--- src/rtl/fetch_pkg.sv ---
// Shared definitions for the fetch stage: IF->ID bus layout, branch bundle layout,
// and the redirect-source encoding.
package fetch_pkg;

    localparam int FS2DS_LEN    = 65;
    localparam int FS_PC_LSB    = 0;
    localparam int FS_INST_LSB  = 32;
    localparam int FS_ADEF_BIT  = 64;

    localparam int BR_ZIP_LEN   = 34;
    localparam int BR_STALL_BIT = 33;
    localparam int BR_TAKEN_BIT = 32;

    typedef enum logic [1:0] {
        RD_EX   = 2'd0,
        RD_ERTN = 2'd1,
        RD_BR   = 2'd2
    } redir_src_e;

    function automatic logic [FS2DS_LEN-1:0] pack_fs2ds(
        input logic        adef,
        input logic [31:0] inst,
        input logic [31:0] pc
    );
        logic [FS2DS_LEN-1:0] bus;
        bus                     = '0;
        bus[FS_ADEF_BIT]        = adef;
        bus[FS_INST_LSB +: 32]  = inst;
        bus[FS_PC_LSB +: 32]    = pc;
        return bus;
    endfunction

endpackage

--- src/rtl/fetch_fifo.sv ---
// Synchronous FIFO with flush and occupancy count; storage is not reset, only the
// pointers and count are.
module fetch_fifo #(
    parameter int WIDTH = 32,
    parameter int DEPTH = 2
) (
    input  logic                         clk,
    input  logic                         resetn,
    input  logic                         flush,
    input  logic                         push,
    input  logic [WIDTH-1:0]             wdata,
    input  logic                         pop,
    output logic [WIDTH-1:0]             rdata,
    output logic [$clog2(DEPTH+1)-1:0]   count,
    output logic                         full,
    output logic                         empty
);

    localparam int PTR_W = (DEPTH > 1) ? $clog2(DEPTH) : 1;
    localparam int CNT_W = $clog2(DEPTH + 1);

    logic [WIDTH-1:0] mem [DEPTH];
    logic [PTR_W-1:0] wptr;
    logic [PTR_W-1:0] rptr;
    logic             do_push;
    logic             do_pop;

    function automatic logic [PTR_W-1:0] next_ptr(input logic [PTR_W-1:0] p);
        return (p == PTR_W'(DEPTH - 1)) ? '0 : p + PTR_W'(1);
    endfunction

    assign empty   = (count == '0);
    assign full    = (count == CNT_W'(DEPTH));
    // A pop frees the slot the same cycle, so push into a full FIFO is allowed alongside it.
    assign do_pop  = pop & ~empty & ~flush;
    assign do_push = push & (~full | do_pop) & ~flush;
    assign rdata   = mem[rptr];

    always_ff @(posedge clk or negedge resetn) begin
        if (!resetn) begin
            wptr  <= '0;
            rptr  <= '0;
            count <= '0;
        end else if (flush) begin
            wptr  <= '0;
            rptr  <= '0;
            count <= '0;
        end else begin
            if (do_push) wptr <= next_ptr(wptr);
            if (do_pop)  rptr <= next_ptr(rptr);
            case ({do_push, do_pop})
                2'b10:   count <= count + CNT_W'(1);
                2'b01:   count <= count - CNT_W'(1);
                default: count <= count;
            endcase
        end
    end

    always_ff @(posedge clk) begin
        if (do_push) mem[wptr] <= wdata;
    end

endmodule

--- src/rtl/fetch_unit_mo.sv ---
// Pre-IF/IF fetch stage: issues pipelined inst-SRAM reads, buffers returned
// instructions in an IBUF for ID, and discards stale responses after a redirect.
module fetch_unit_mo
    import fetch_pkg::*;
#(
    parameter int          MAX_OUTSTANDING = 2,
    parameter int          IBUF_DEPTH      = 4,
    parameter logic [31:0] RESET_PC        = 32'h1C000000
) (
    input  logic                  clk,
    input  logic                  resetn,
    output logic                  inst_sram_req,
    output logic                  inst_sram_wr,
    output logic [1:0]            inst_sram_size,
    output logic [3:0]            inst_sram_wstrb,
    output logic [31:0]           inst_sram_addr,
    output logic [31:0]           inst_sram_wdata,
    input  logic                  inst_sram_addr_ok,
    input  logic                  inst_sram_data_ok,
    input  logic [31:0]           inst_sram_rdata,
    input  logic                  ds_allowin,
    input  logic [BR_ZIP_LEN-1:0] br_zip,
    output logic                  fs2ds_valid,
    output logic [FS2DS_LEN-1:0]  fs2ds_bus,
    input  logic                  wb_ex,
    input  logic                  ertn_flush,
    input  logic [31:0]           ex_entry,
    input  logic [31:0]           ertn_entry
);

    localparam int OUT_W = $clog2(MAX_OUTSTANDING + 1);
    localparam int CNT_W = $clog2(IBUF_DEPTH + 1);
    localparam int TOT_W = ((OUT_W > CNT_W) ? OUT_W : CNT_W) + 1;

    logic                 br_stall;
    logic                 br_taken;
    logic [31:0]          br_target;
    logic                 redir;
    redir_src_e           redir_src;
    logic [31:0]          redir_target;

    logic [31:0]          pc_req;
    logic                 halted;
    logic [OUT_W-1:0]     discard_cnt;

    logic [OUT_W-1:0]     outstanding;
    logic                 pend_full;
    logic                 pend_empty;
    logic [31:0]          pend_pc;

    logic [CNT_W-1:0]     ibuf_count;
    logic                 ibuf_full;
    logic                 ibuf_empty;
    logic [TOT_W-1:0]     out_total;

    logic                 misaligned;
    logic                 req_fire;
    logic                 drop_resp;
    logic                 adef_push;
    logic                 ibuf_push;
    logic                 ibuf_pop;
    logic [FS2DS_LEN-1:0] ibuf_wdata;

    function automatic logic [31:0] pick_target(
        input redir_src_e  src,
        input logic [31:0] ex_pc,
        input logic [31:0] ertn_pc,
        input logic [31:0] br_pc
    );
        case (src)
            RD_EX:   return ex_pc;
            RD_ERTN: return ertn_pc;
            default: return br_pc;
        endcase
    endfunction

    assign br_stall  = br_zip[BR_STALL_BIT];
    assign br_taken  = br_zip[BR_TAKEN_BIT];
    assign br_target = br_zip[31:0];

    always_comb begin
        redir_src = RD_BR;
        if (wb_ex)           redir_src = RD_EX;
        else if (ertn_flush) redir_src = RD_ERTN;
    end

    assign redir        = wb_ex | ertn_flush | br_taken;
    assign redir_target = pick_target(redir_src, ex_entry, ertn_entry, br_target);

    // The redirect target goes out combinationally so no request ever uses a stale PC.
    assign inst_sram_addr  = redir ? redir_target : pc_req;
    assign inst_sram_wr    = 1'b0;
    assign inst_sram_size  = 2'b10;
    assign inst_sram_wstrb = 4'b0000;
    assign inst_sram_wdata = 32'h0;

    assign misaligned = (inst_sram_addr[1:0] != 2'b00);
    // Every in-flight request reserves an IBUF slot, so returned data always has room.
    assign out_total  = TOT_W'(outstanding) + TOT_W'(ibuf_count);

    assign inst_sram_req = resetn & ~halted & ~br_stall & ~misaligned & ~pend_full
                         & (out_total < TOT_W'(IBUF_DEPTH));
    assign req_fire      = inst_sram_req & inst_sram_addr_ok;

    assign drop_resp  = redir | (discard_cnt != '0);
    // ADEF waits for all older traffic to drain so the fault entry lands in program order.
    assign adef_push  = misaligned & ~halted & ~redir & pend_empty
                      & (discard_cnt == '0) & ~ibuf_full;
    assign ibuf_push  = adef_push | (inst_sram_data_ok & ~drop_resp);
    assign ibuf_wdata = adef_push ? pack_fs2ds(1'b1, 32'h0, pc_req)
                                  : pack_fs2ds(1'b0, inst_sram_rdata, pend_pc);

    assign fs2ds_valid = ~ibuf_empty;
    assign ibuf_pop    = fs2ds_valid & ds_allowin & ~redir;

    always_ff @(posedge clk or negedge resetn) begin
        if (!resetn) begin
            pc_req      <= RESET_PC;
            halted      <= 1'b0;
            discard_cnt <= '0;
        end else begin
            if (req_fire)   pc_req <= inst_sram_addr + 32'd4;
            else if (redir) pc_req <= redir_target;

            if (redir)          halted <= 1'b0;
            else if (adef_push) halted <= 1'b1;

            // Only requests accepted before the redirect are stale; one accepted now is kept.
            if (redir)
                discard_cnt <= outstanding - OUT_W'(inst_sram_data_ok);
            else if (inst_sram_data_ok && (discard_cnt != '0))
                discard_cnt <= discard_cnt - OUT_W'(1);
        end
    end

    fetch_fifo #(
        .WIDTH (32),
        .DEPTH (MAX_OUTSTANDING)
    ) u_pend_fifo (
        .clk    (clk),
        .resetn (resetn),
        .flush  (1'b0),
        .push   (req_fire),
        .wdata  (inst_sram_addr),
        .pop    (inst_sram_data_ok),
        .rdata  (pend_pc),
        .count  (outstanding),
        .full   (pend_full),
        .empty  (pend_empty)
    );

    fetch_fifo #(
        .WIDTH (FS2DS_LEN),
        .DEPTH (IBUF_DEPTH)
    ) u_ibuf (
        .clk    (clk),
        .resetn (resetn),
        .flush  (redir),
        .push   (ibuf_push),
        .wdata  (ibuf_wdata),
        .pop    (ibuf_pop),
        .rdata  (fs2ds_bus),
        .count  (ibuf_count),
        .full   (ibuf_full),
        .empty  (ibuf_empty)
    );

    no_orphan_resp: assert property (@(posedge clk) disable iff (!resetn)
        inst_sram_data_ok |-> !pend_empty);

endmodule

--- config.mk ---
export PLATFORM = sky130hd
export DESIGN_NAME = fetch_unit_mo
export DESIGN_NICKNAME = d
export VERILOG_FILES = /design/src/rtl/fetch_pkg.sv /design/src/rtl/fetch_fifo.sv /design/src/rtl/fetch_unit_mo.sv
export SDC_FILE = /design/constraint.sdc
export NUM_CORES = 1
export LEC_CHECK = 0
export ABC_AREA = 1
export BUFFER_PORTS_ARGS = -buffer_cell sky130_fd_sc_hd__buf_2
export CORE_MARGIN = 4
export CORE_UTILIZATION = 50
export DETAILED_ROUTE_END_ITERATION = 6
export PLACE_DENSITY = 0.72
export SLEW_MARGIN = 20
export SYNTH_ARGS = -nofsm -noshare
export SYNTH_HDL_FRONTEND = slang
export SYNTH_HIERARCHICAL = 1
export SYNTH_SLANG_ARGS = --single-unit
--- constraint.sdc ---
create_clock -name clk -period 6.7 [get_ports clk]
set_clock_uncertainty 0.15 [all_clocks]
set_input_delay 1.005 -clock clk [delete_from_list [all_inputs] [get_ports clk]]
set_output_delay 1.005 -clock clk [all_outputs]
set_load 0.02 [all_outputs]
# Yosys cells after proc, flatten, opt, wreduce, memory -nomap -nowiden
# Memories as Yosys holds them, arrays and structs flattened.
# Index checks and enable logic that the tools add are counted.
dict set report word_totals {
  output_inout_bits 138
  regBits 46
  mem_bits_rw 324
  memories 2
}
# memory depth width rd rd_ports_with_merged_regs write_ports line
set memory_table {}
lappend memory_table {u_ibuf.mem 4 65 1 0 1 fetch_fifo.sv:22} ;# logic [WIDTH-1:0] mem [DEPTH];
lappend memory_table {u_pend_fifo.mem 2 32 1 0 1 fetch_fifo.sv:22}
dict set report classes {
  muxes 25
  n_addsub 12
  bitwise_logic 35
  order_cmp 1
  n_reduce_logical 13
  n_eq_ne 9
}
# cell count
set ops {}
lappend ops {{$mux W65} 1}
lappend ops {{$mux W32} 2}
lappend ops {{$pmux W32 S2} 1}
lappend ops {{$add A32 B3 Y32 const B} 1}
lappend ops {{$and A1 B1 Y1} 20}
lappend ops {{$mux W2} 10}
lappend ops {{$reduce_bool A2 Y1} 7}
lappend ops {{$eq A2 B2 Y1 const B} 5}
lappend ops {{$not A1 Y1} 9}
lappend ops {{$mux W1} 8}
lappend ops {{$add A2 B1 Y2 const B} 3}
lappend ops {{$eq A2 B1 Y1 const B} 3}
lappend ops {{$logic_not A2 Y1} 3}
lappend ops {{$or A1 B1 Y1} 6}
lappend ops {{$pmux W3 S2} 1}
lappend ops {{$add A2 B3 Y4} 1}
lappend ops {{$lt A4 B3 Y1 const B} 1}
lappend ops {{$pmux W2 S2} 1}
lappend ops {{$sub A2 B1 Y2 const B} 2}
lappend ops {{$add A3 B1 Y3 const B} 1}
lappend ops {{$eq A3 B3 Y1 const B} 1}
lappend ops {{$logic_not A3 Y1} 1}
lappend ops {{$mux W3} 1}
lappend ops {{$reduce_bool A3 Y1} 1}
lappend ops {{4 further kinds} 5}

# Longest topological paths before layout
dict set report depth {
  ltp_word 17
  ltp_mapped 22
  depth_no_buf 20
}

# Cells and area by module
# The synthesis kept the hierarchy.
# module area_each_um2 cells_each instances
set modules_own_cells {}
lappend modules_own_cells {{fetch_fifo (u_ibuf)} 10487.6 701 1}
lappend modules_own_cells {fetch_unit_mo 4409.2 798 1}
lappend modules_own_cells {{fetch_fifo (u_pend_fifo)} 2612.5 210 1}

# Worst setup path after synthesis
# Ideal clock, no wire load.
dict set report synth_timing {
  path_kind {input-to-reg}
  from {input wb_ex}
  to {memory u_ibuf/mem[0][0] (netlist name), enable pin}
  required_time_ps 6061
  setup_slack_ps 845
  t_arrival_ps 5216
  cell_stages 12
  path_buffers 3
  cell_sequence {buf_6 nor2_4 nand2_4 inv_6 buf_2 nand2_1 nor3_2 nand2_2 clkbuf_1 nand2_1 nand3_1 nor2_1}
}
dict set report synth_via {
  elab_chain_cells 15
  word_cells_on_any_way 26
  classes_between {eq/ne (1); mux (5); bitwise (18); reduce/logical (2)}
}
# element line
set synth_lines {}
lappend synth_lines {{start: declaration} fetch_unit_mo.sv:25} ;# input logic wb_ex,
lappend synth_lines {{$mux W2} fetch_unit_mo.sv:83} ;# if (wb_ex) redir_src = RD_EX;
lappend synth_lines {{$eq A2 B1 Y1 or $logic_not A2 Y1 (tied branches)} fetch_unit_mo.sv:70} ;# case (src)
lappend synth_lines {{$pmux W32 S2} fetch_unit_mo.sv:70}
lappend synth_lines {{$mux W32} -}
lappend synth_lines {{$reduce_bool A2 Y1} fetch_unit_mo.sv:97} ;# assign misaligned = (inst_sram_addr[1:0] != 2'b00);
lappend synth_lines {{$and A1 B1 Y1 (3 in series)} fetch_unit_mo.sv:107} ;# assign adef_push = misaligned & ~halted & ~redir & pend_empty
lappend synth_lines {{$and A1 B1 Y1 (2 in series)} fetch_unit_mo.sv:108} ;# & (discard_cnt == '0) & ~ibuf_full;
lappend synth_lines {{$or A1 B1 Y1 (*)} fetch_unit_mo.sv:109} ;# assign ibuf_push = adef_push | (inst_sram_data_ok & ~drop_resp);
lappend synth_lines {{via ibuf_push} fetch_unit_mo.sv:60} ;# logic ibuf_push;
lappend synth_lines {{$and A1 B1 Y1 (*) (2 in series)} fetch_fifo.sv:36} ;# assign do_push = push & (~full | do_pop) & ~flush;
lappend synth_lines {{$mux W1 (*)} fetch_fifo.sv:60} ;# if (do_push) mem[wptr] <= wdata;
lappend synth_lines {{$mux W1 (implied by the code) (*)} fetch_fifo.sv:60}
lappend synth_lines {{end: declaration} fetch_fifo.sv:22}
# The timed path passes the listed nets; every way through them passes the cells marked *.

# Worst setup path in the final report
dict set report layout_timing {
  from {register u_ibuf.rptr[0]}
  to {output fs2ds_bus[53]}
}
dict set report layout_via {
  elab_chain_cells 1
}
# element line
set layout_lines {}
lappend layout_lines {{start: declaration} fetch_fifo.sv:24} ;# logic [PTR_W-1:0] rptr;
lappend layout_lines {{start signal: assignment} fetch_fifo.sv:50} ;# if (do_pop) rptr <= next_ptr(rptr);
lappend layout_lines {{$mem_v2 Z4 W65} -}
lappend layout_lines {{end: declaration} fetch_unit_mo.sv:24} ;# output logic [FS2DS_LEN-1:0] fs2ds_bus,
# No other way between the ends.

==> run metrics <==
run status completed; clock transition at the registers of the reported paths 60 ps; GPL Wtd Cong 0.9072; most common cell after layout, fill and taps aside nand2_1; Max Slew Vio Count 0; vias after detailed routing 12486; Core Footprint 34540 um2; worst skew pair latency 520 ps; crit-path max cell delay 830 ps; Max Freq 215.8 MHz; post-route ant nets 0; Final Critical Period 4635 ps; maximum vdd drop 0.1524 mV; post-placement worst setup slack 1730 ps; mean routed wirelength per cell 17.35 um; Max Root-Sink Buffers 3; Synthesis Warnings 6; initial antenna violation count 0; TNS Setup 0 ps; EDFF count, synth 324; max_slew headroom 0.2928; Tcrit/Tclk final 0.6918; worst path required time 5540 ps; Worst setup SP type register; ranking of synthesized cells by area edfxtp_1, nand2_1, dfrtp_1, nor2_1, o21ai_0; first-pass GRT wire length 64850 um; # clock sinks 370; worst path bufs/invs 3; DRC viols 0; unrepaired setup endpoints after global routing no; Worst Hold End discard_cnt[1]; TritonCTS Buffers 38; R2R Path End u_ibuf/mem[1][10]; reported max-cap violation count 0; Post-Syn Area 17510 um2; Power Density 263.5 nW/um2; Clock Tree Root clkbuf_16; leading area contributor after synthesis edfxtp_1; Hold Path Stages 2; post-cts hold buffer count 0; setup bufs post-CTS 0; FF-to-FF Start u_pend_fifo/count[1]; Pre-antenna DRT Iters 5; slowest CP cell inv_4; GR Overflow Total 0; vias in the first global route 11964; sequential fraction of the synthesis area 0.6216; fraction of registers with async set/reset 0.1243; most frequent cells in the layout nand2_1, edfxtp_1, buf_2; slew of the pin with the lowest slew margin 1061 ps; Final Hold Viols 0; CP max FO 67; CP Capture Type output port; port buffer count 235; Die Area 38080 um2; num ports 275; cell family with most CP delay buffers and inverters; Tot GR Track Use 0.2137; Synth top area share 0.5557; Seq cells post-synth 370; # H-tree levels 2; R2R Setup Slk 3410 ps; crit-path cells inv_4, buf_4, o21ai_1, o22ai_1, buf_2; Die Span Y 195.1 um; drt total wl 41720 um; Post-DP HPWL 27820 um; synthesized instance count 1709; clock tree from TritonCTS yes; setup violators final 0; site row count 68; Pleak 0.008301 uW; Worst Min Path Start discard_cnt[1]; die width 195.1 um; worst setup margin 2065 ps; worst hold path class register to register; antenna cells 0; Primary FF master, synth edfxtp_1; Critical Path AT 3480 ps; Layout Area Growth over Synthesis 14.70%; Initial DRC Count 1025; layout cells sized above 1 0.2272; Worst Path Class, Setup register to output port; Resized Gates After CTS 0; largest net degree at the start of global routing 77; vias per inst 5.192; post-layout net count 2072; Initial Util 0.5069; post-synth cell types 46; R2R depth 8; mean post-synth cell area 10.25 um2
-- sequential cells by signal (all words and copies together), names as in the netlist --
signal	flops
halted	1
u_ibuf/wptr	2
discard_cnt	2
u_pend_fifo/rptr	1
u_ibuf/count	3
u_pend_fifo/count	2
u_ibuf/rptr	2
u_ibuf/mem	260
u_pend_fifo/wptr	1
u_pend_fifo/mem	64
pc_req	32
-- metrics by stage --
stage                 util  total power (uW)  instances  cell area, um2  hold slack [ps]
floorplan                -              3043       1750           17660            303.0
global placement    0.5451              3210       2340           18830            322.0
detailed placement  0.5451              3222       2340           18830            345.8
CTS                 0.5814              5326       2405           20080            356.6
global route        0.5814              5503       2405           20080            420.9
finish              0.5814              5291       2405           20080            354.9
-- area by class of cell --
class	count	area, um2
Timing Repair Buffer	251	1346
Inverter	141	536.8
Fill cell	2946	14460
Clock inverter	17	234.0
Tap cell	455	569.3
Clock buffer	48	1020
Sequential cell	370	10890
Multi-Input combinational cell	1123	5488
-- layer usage --
layer  up-vias  track usage  part of all wire
li1       6067            -                 -
met1      5845       0.3037              0.43
met2       508       0.3476              0.47
met3        66      0.03330             0.079
met4         0      0.05663             0.022
met5         -            0                 0
-- how the worst max path moves through the flow --
stage,depth (start not counted),end,startpoint,slack (ps)
floorplan,12,u_ibuf/mem[0][0],wb_ex,850
global placement,11,u_ibuf/mem[2][56],wb_ex,1860
detailed placement,17,u_ibuf/count[1],wb_ex,1730
CTS,5,fs2ds_bus[53],u_ibuf/rptr[0],2040
global route,20,u_ibuf/count[2],wb_ex,1830
finish,5,fs2ds_bus[53],u_ibuf/rptr[0],2070
-- cells in the mapped netlist, types with 11 or more instances --
cell type and count:
nand2_1 424, edfxtp_1 324, nor2_1 218, inv_1 130
o21ai_0 126, nand3_1 65, o22ai_1 46, dfrtp_1 43
buf_4 42, o21ai_1 33, buf_2 31, nor2_4 28
clkbuf_1 26, nand2_2 25, o22ai_2 20, nor2_2 16
or2_2 12, buf_6 11
-- power breakdown --
part	switching, uW	leakage (uW)	internal [uW]
Combinational	387	0.00422	155
Sequential	43.1	0.00346	2590
Clock	808	0.000616	1300
-- cell families after synthesis --
logic type	Yosys count	synth area share
DFF	370	0.6216
xor gates and xnor gates	13	0.006503
other	2	0.0004289
adders and majority gates	10	0.007575
and+or+nand+nor	810	0.2029
buffers and inverters	257	0.07560
AOI/OAI and AO/OA	247	0.08539
-- worst register-to-register path: stages, from the launching register on --
cell and delay, ps:
dfrtp_1 490, nor2_2 200, nand2_1 110, nor3_2 180, nand2_2 430, nand2_1 330
nand3_1 370, nor2_4 230, buf_12 350
No activity file was read; power rests on OpenSTA's default activity.
